### src/rtl/calc_seq_ctrl.sv
// Sequential wrapper around a signed add/sub/abs ALU: one command per handshake, registered result.
// Optional CALC_ACCUM_EN adds an accumulator that can stand in for operand A.
module calc_seq_ctrl #(
  parameter int unsigned W     = 16,
  parameter int unsigned CNT_W = 8
) (
  input  logic             clk,
  input  logic             rst,
  input  logic             in_valid,
  output logic             in_ready,
  input  logic [2:0]       in_op,
  input  logic [W-1:0]     in_a,
  input  logic [W-1:0]     in_b,
  output logic             out_valid,
  input  logic             out_ready,
  output logic [W-1:0]     out_r,
  output logic             out_ovf,
  output logic             ovf_sticky,
  input  logic             clr_sticky,
  output logic [CNT_W-1:0] op_count,
  output logic             busy
`ifdef CALC_ACCUM_EN
  ,
  input  logic             in_use_acc
`endif
);

  typedef enum logic [1:0] {StIdle, StExec, StHold} state_e;

  state_e             state_q, state_d;
  logic [2:0]         op_q;
  logic [W-1:0]       a_q, b_q;
  logic [W-1:0]       r_q;
  logic               ovf_q, sticky_q, sticky_d;
  logic [CNT_W-1:0]   cnt_q;
  logic               load, capture;
  logic [W-1:0]       a_src;

  logic [W-1:0]       opx, opy, sum, alu_r;
  logic               do_sub, pass, alu_ovf;

`ifdef CALC_ACCUM_EN
  logic [W-1:0]       acc_q;
  assign a_src = in_use_acc ? acc_q : in_a;
`else
  assign a_src = in_a;
`endif

  // |X| is computed as 0 - X; a non-negative X is passed straight through.
  always_comb begin
    opx    = a_q;
    opy    = b_q;
    do_sub = 1'b0;
    pass   = 1'b0;
    case (op_q)
      3'b000: ;
      3'b001: do_sub = 1'b1;
      3'b010, 3'b011: begin
        opx    = '0;
        opy    = b_q;
        do_sub = 1'b1;
        pass   = ~b_q[W-1];
      end
      3'b100: begin
        opx = b_q;
        opy = a_q;
      end
      3'b101: begin
        opx    = b_q;
        opy    = a_q;
        do_sub = 1'b1;
      end
      default: begin
        opx    = '0;
        opy    = a_q;
        do_sub = 1'b1;
        pass   = ~a_q[W-1];
      end
    endcase
    sum = do_sub ? (opx - opy) : (opx + opy);
    if (pass) begin
      alu_r   = opy;
      alu_ovf = 1'b0;
    end else begin
      alu_r   = sum;
      alu_ovf = ((opx[W-1] ^ opy[W-1]) == do_sub) && (sum[W-1] != opx[W-1]);
    end
  end

  always_comb begin
    state_d = state_q;
    load    = 1'b0;
    capture = 1'b0;
    case (state_q)
      StIdle: begin
        if (in_valid) begin
          load    = 1'b1;
          state_d = StExec;
        end
      end
      StExec: begin
        capture = 1'b1;
        state_d = StHold;
      end
      StHold: begin
        if (out_ready) state_d = StIdle;
      end
      default: state_d = StIdle;
    endcase
  end

  // A capture with overflow wins over a simultaneous clear.
  assign sticky_d = (sticky_q & ~clr_sticky) | (capture & alu_ovf);

  always_ff @(posedge clk or posedge rst) begin
    if (rst) begin
      state_q  <= StIdle;
      op_q     <= '0;
      a_q      <= '0;
      b_q      <= '0;
      r_q      <= '0;
      ovf_q    <= 1'b0;
      sticky_q <= 1'b0;
      cnt_q    <= '0;
`ifdef CALC_ACCUM_EN
      acc_q    <= '0;
`endif
    end else begin
      state_q  <= state_d;
      sticky_q <= sticky_d;
      if (load) begin
        op_q <= in_op;
        a_q  <= a_src;
        b_q  <= in_b;
      end
      if (capture) begin
        r_q   <= alu_r;
        ovf_q <= alu_ovf;
        cnt_q <= cnt_q + CNT_W'(1);
`ifdef CALC_ACCUM_EN
        acc_q <= alu_r;
`endif
      end
    end
  end

  assign in_ready   = (state_q == StIdle);
  assign out_valid  = (state_q == StHold);
  assign busy       = (state_q != StIdle);
  assign out_r      = r_q;
  assign out_ovf    = ovf_q;
  assign ovf_sticky = sticky_q;
  assign op_count   = cnt_q;

endmodule
### config.mk
export PLATFORM = sky130hd
export DESIGN_NAME = calc_seq_ctrl
export DESIGN_NICKNAME = d
export VERILOG_FILES = /design/src/rtl/calc_seq_ctrl.sv
export SDC_FILE = /design/constraint.sdc
export NUM_CORES = 1
export LEC_CHECK = 0
export ABC_AREA = 1
export CAP_MARGIN = 15
export CORE_ASPECT_RATIO = 1.2
export CORE_MARGIN = 2
export CORE_UTILIZATION = 35
export CTS_CLUSTER_SIZE = 40
export DETAILED_ROUTE_END_ITERATION = 16
export SLEW_MARGIN = 20
export SYNTH_ARGS = -nofsm -noshare
export SYNTH_HDL_FRONTEND = slang
export SYNTH_SLANG_ARGS = --single-unit
### constraint.sdc
create_clock -name clk -period 6.4 [get_ports clk]
set_clock_uncertainty 0.2 [all_clocks]
set_input_delay 1.28 -clock clk [delete_from_list [all_inputs] [get_ports clk]]
set_output_delay 1.28 -clock clk [all_outputs]
set_load 0.01 [all_outputs]
==> results.py <==
metrics = {
    "synthesis": {
        "synth_nets": 658,
        "syn_avg_cell_area_sq_um": 6.928,
        "ys.flop_type": "dfrtp_1",
        "synthesis.area_sq_um": 4143,
        "synth_seq_area_share_pct": 38.05,
        "ys_ff_latch": 63,
        "synth_commonest_cells": "236 x nand2_1, 63 x dfrtp_1, 59 x inv_1, 39 x nand3_1, 34 x nor2_1",
        "synth_area_leaders": "dfrtp_1 38%, nand2_1 21%, ha_1 5.7%",
        "async_flop_share_pct": 100.0,
        "ys_warn_count": 0,
        "syn_inst": 598,
        "synth_most_common_cell": "nand2_1",
        "synth_edf_count": 0,
        "ys_types": 34,
        "synth_top_area_cell": "dfrtp_1",
        "yosysTopAreaCellShare_pct": 38.05,
    },
    "sta": {
        "relSlewSlack_pct": 31.76,
        "finalCritPeriodShare_pct": 68.12,
        "whs_ns": 0.2751,
        "tns_ns": 0,
        "fmax_mhz": 229.4,
        "finalHoldViolCount": 0,
        "period_minus_slack_ns": 4.360,
        "rsz0062_at_grt": "no",
        "setup_viol": 0,
        "slew_viol_final": 0,
        "worst_pin_slew_ns": 1.022,
    },
    "clock_tree": {
        "cts.sinks": 63,
        "clk_latency_ns": 0.33,
        "cts_made_buffers": 9,
        "cts_tree": "yes",
        "clkSlewWorstSetupHoldPaths_ns": 0.05,
        "cts_resized": 0,
        "holdBufCountCts": 0,
        "htreeDepth": 3,
        "post_cts_buffers": 0,
        "clock_path_buffers": 2,
        "cts-root-buf": "clkbuf_16",
    },
    "critical_path": {
        "cp-end-kind": "flop",
        "crit_fanout": 33,
        "startpoint_type": "flop",
        "cp.required_ns": 6.46,
        "critical_path_class": "reg -> reg",
        "worstPathArrival_ns": 4.42,
    },
    "placed_design": {
        "port_buffers": 68,
        "placedCellCount": 804,
        "place_area_sq_um": 4942,
        "gp_congestion": 0.8634,
        "hpwl_um": 7715,
    },
    "cells_and_area": {
        "drive_above_1_share_pct": 4.223,
        "postLayoutCellArea_sq_um": 5228,
        "final_cell_count_no_fill": 820,
        "area_growth_pct": 26.19,
        "final_nets": 718,
        "n_fill_cell": 1230,
        "antenna_cells": 0,
    },
    "routing": {
        "drt_iter0_markers": 175,
        "drt_pass1_iterations": 7,
        "route.antenna.remaining_nets": 0,
        "viasPerCell": 4.787,
        "wirelength_um": 10170,
        "vias": 3925,
        "wl_per_cell_um": 12.40,
        "drc": 0,
    },
    "global_route": {
        "track_usage_pct": 17.19,
        "gr-total-overflow": 0,
        "antenna_found_initial": 0,
        "grt_max_degree": 64,
        "grt_pass1_wl_um": 17110,
        "grt_pass1_vias": 3651,
    },
    "die": {
        "fp.dieW_um": 103.3,
        "start_util_pct": 35.81,
        "core-area_sq_um": 11570,
        "placementRows": 43,
        "top_level_ports": 69,
        "die_area_sq_um": 12730,
        "die_y_um": 123.2,
    },
    "run": {
        "max_cap_violations": 0,
    },
    "hold_path": {
        "hold_path.class": "reg -> reg",
    },
    "outcome": {
        "status": "completed",
    },
}
==> worst paths after layout <==
check                               from           to  slack (ns)  depth (start not counted)
worst max-delay path             op_q[2]      out_ovf        2.04                         21
worst min-delay path            out_r[6]     out_r[6]        0.28                          2
worst max register to register   op_q[2]      out_ovf        2.04                         21
worst min register to register  out_r[6]     out_r[6]        0.28                          2
max in group asynchronous            rst    out_r[12]        4.18                          3
min in group asynchronous            rst  op_count[4]        1.30                          3
==> stage by stage <==
stage	setup WS, ns	util [%]
after detailed placement	2.078	42.73
final	2.040	45.19
after floorplan	3.266	-
after global placement	2.248	42.73
after CTS	2.059	45.19
after global routing	1.602	45.19
==> layout make-up <==
type	instances	area, sq um	area share [%]
clock buffer	11	252.7	4.835
tap	157	196.4	3.758
multi-input combinational	452	2241	42.87
sequential	63	1577	30.16
timing repair buffer	70	695.7	13.31
inverter	62	232.7	4.452
clock inverter	5	32.53	0.6223
==> placed cells by master, fill, tap and decap left out, types with 2 or more instances in the layout <==
cell type / netlist / routed
nand4_1: 5 / 5
clkinv_4: 0 / 2
nand3_1: 39 / 39
clkbuf_16: 0 / 9
a31oi_1: 5 / 5
o21ai_1: 4 / 4
nor2_1: 34 / 34
buf_4: 1 / 2
a22o_1: 2 / 2
nor3_1: 7 / 7
o21bai_1: 3 / 3
inv_1: 59 / 58
clkdlybuf4s50_1: 0 / 68
dfrtp_1: 63 / 63
o21ai_0: 31 / 31
nor2_2: 2 / 2
ha_1: 19 / 19
a21o_1: 2 / 2
clkinv_2: 0 / 3
nand2_1: 236 / 236
clkbuf_8: 0 / 2
xor2_1: 19 / 19
xnor2_1: 6 / 6
o221ai_1: 2 / 2
inv_2: 3 / 4
o22ai_1: 3 / 3
a21oi_1: 25 / 25
==> sequential cells by signal (all words and copies together) (netlist names) <==
register	count
ovf_sticky	1
out_r	16
state_q	2
a_q	16
out_ovf	1
op_count	8
op_q	3
b_q	16
==> metal layers <==
| metal | routed length (um) | up-vias | track usage, % |
|---|---|---|---|
| li1 | - | 2026 | - |
| met1 | 4869 | 1765 | 23.52 |
| met2 | 4619 | 112 | 26.58 |
| met3 | 469 | 22 | 3.561 |
| met4 | 214 | 0 | 6.826 |
| met5 | 0 | - | 0 |
==> kinds of logic (layout without fill, tap and decap cells) <==
group / count (synthesis) / count (layout) / synth area share, %
buffers and inverters: 83 / 148 / 7.853
AO/OA/AOI/OAI: 79 / 79 / 10.57
adder cells (fa/ha/maj): 20 / 20 / 6.222
flip-flops: 63 / 63 / 38.05
XOR/XNOR: 25 / 25 / 5.285
AND/OR/NAND/NOR: 328 / 328 / 32.01
==> worst max-delay path, stage by stage, from the launching register on <==
cell and delay, ns:
dfrtp_1 0.73, inv_2 0.50, nand2_1 0.09, nand2_1 0.16, ha_1 0.19, nand4_1 0.15, nor3_2 0.22, nand2_1 0.08
nand2_1 0.09, nand2_1 0.10, nor2_1 0.13, xor2_1 0.15, inv_1 0.06, ha_1 0.32, a21o_1 0.20, a21oi_1 0.20
nand2_1 0.08, a21oi_1 0.22, nand3_1 0.14, nand3_1 0.10, nand3_1 0.10, nand2_1 0.07
Power is left out: the tool's default activity adds up to more than one toggle a clock period on the data nets, which glitch-free logic cannot reach.
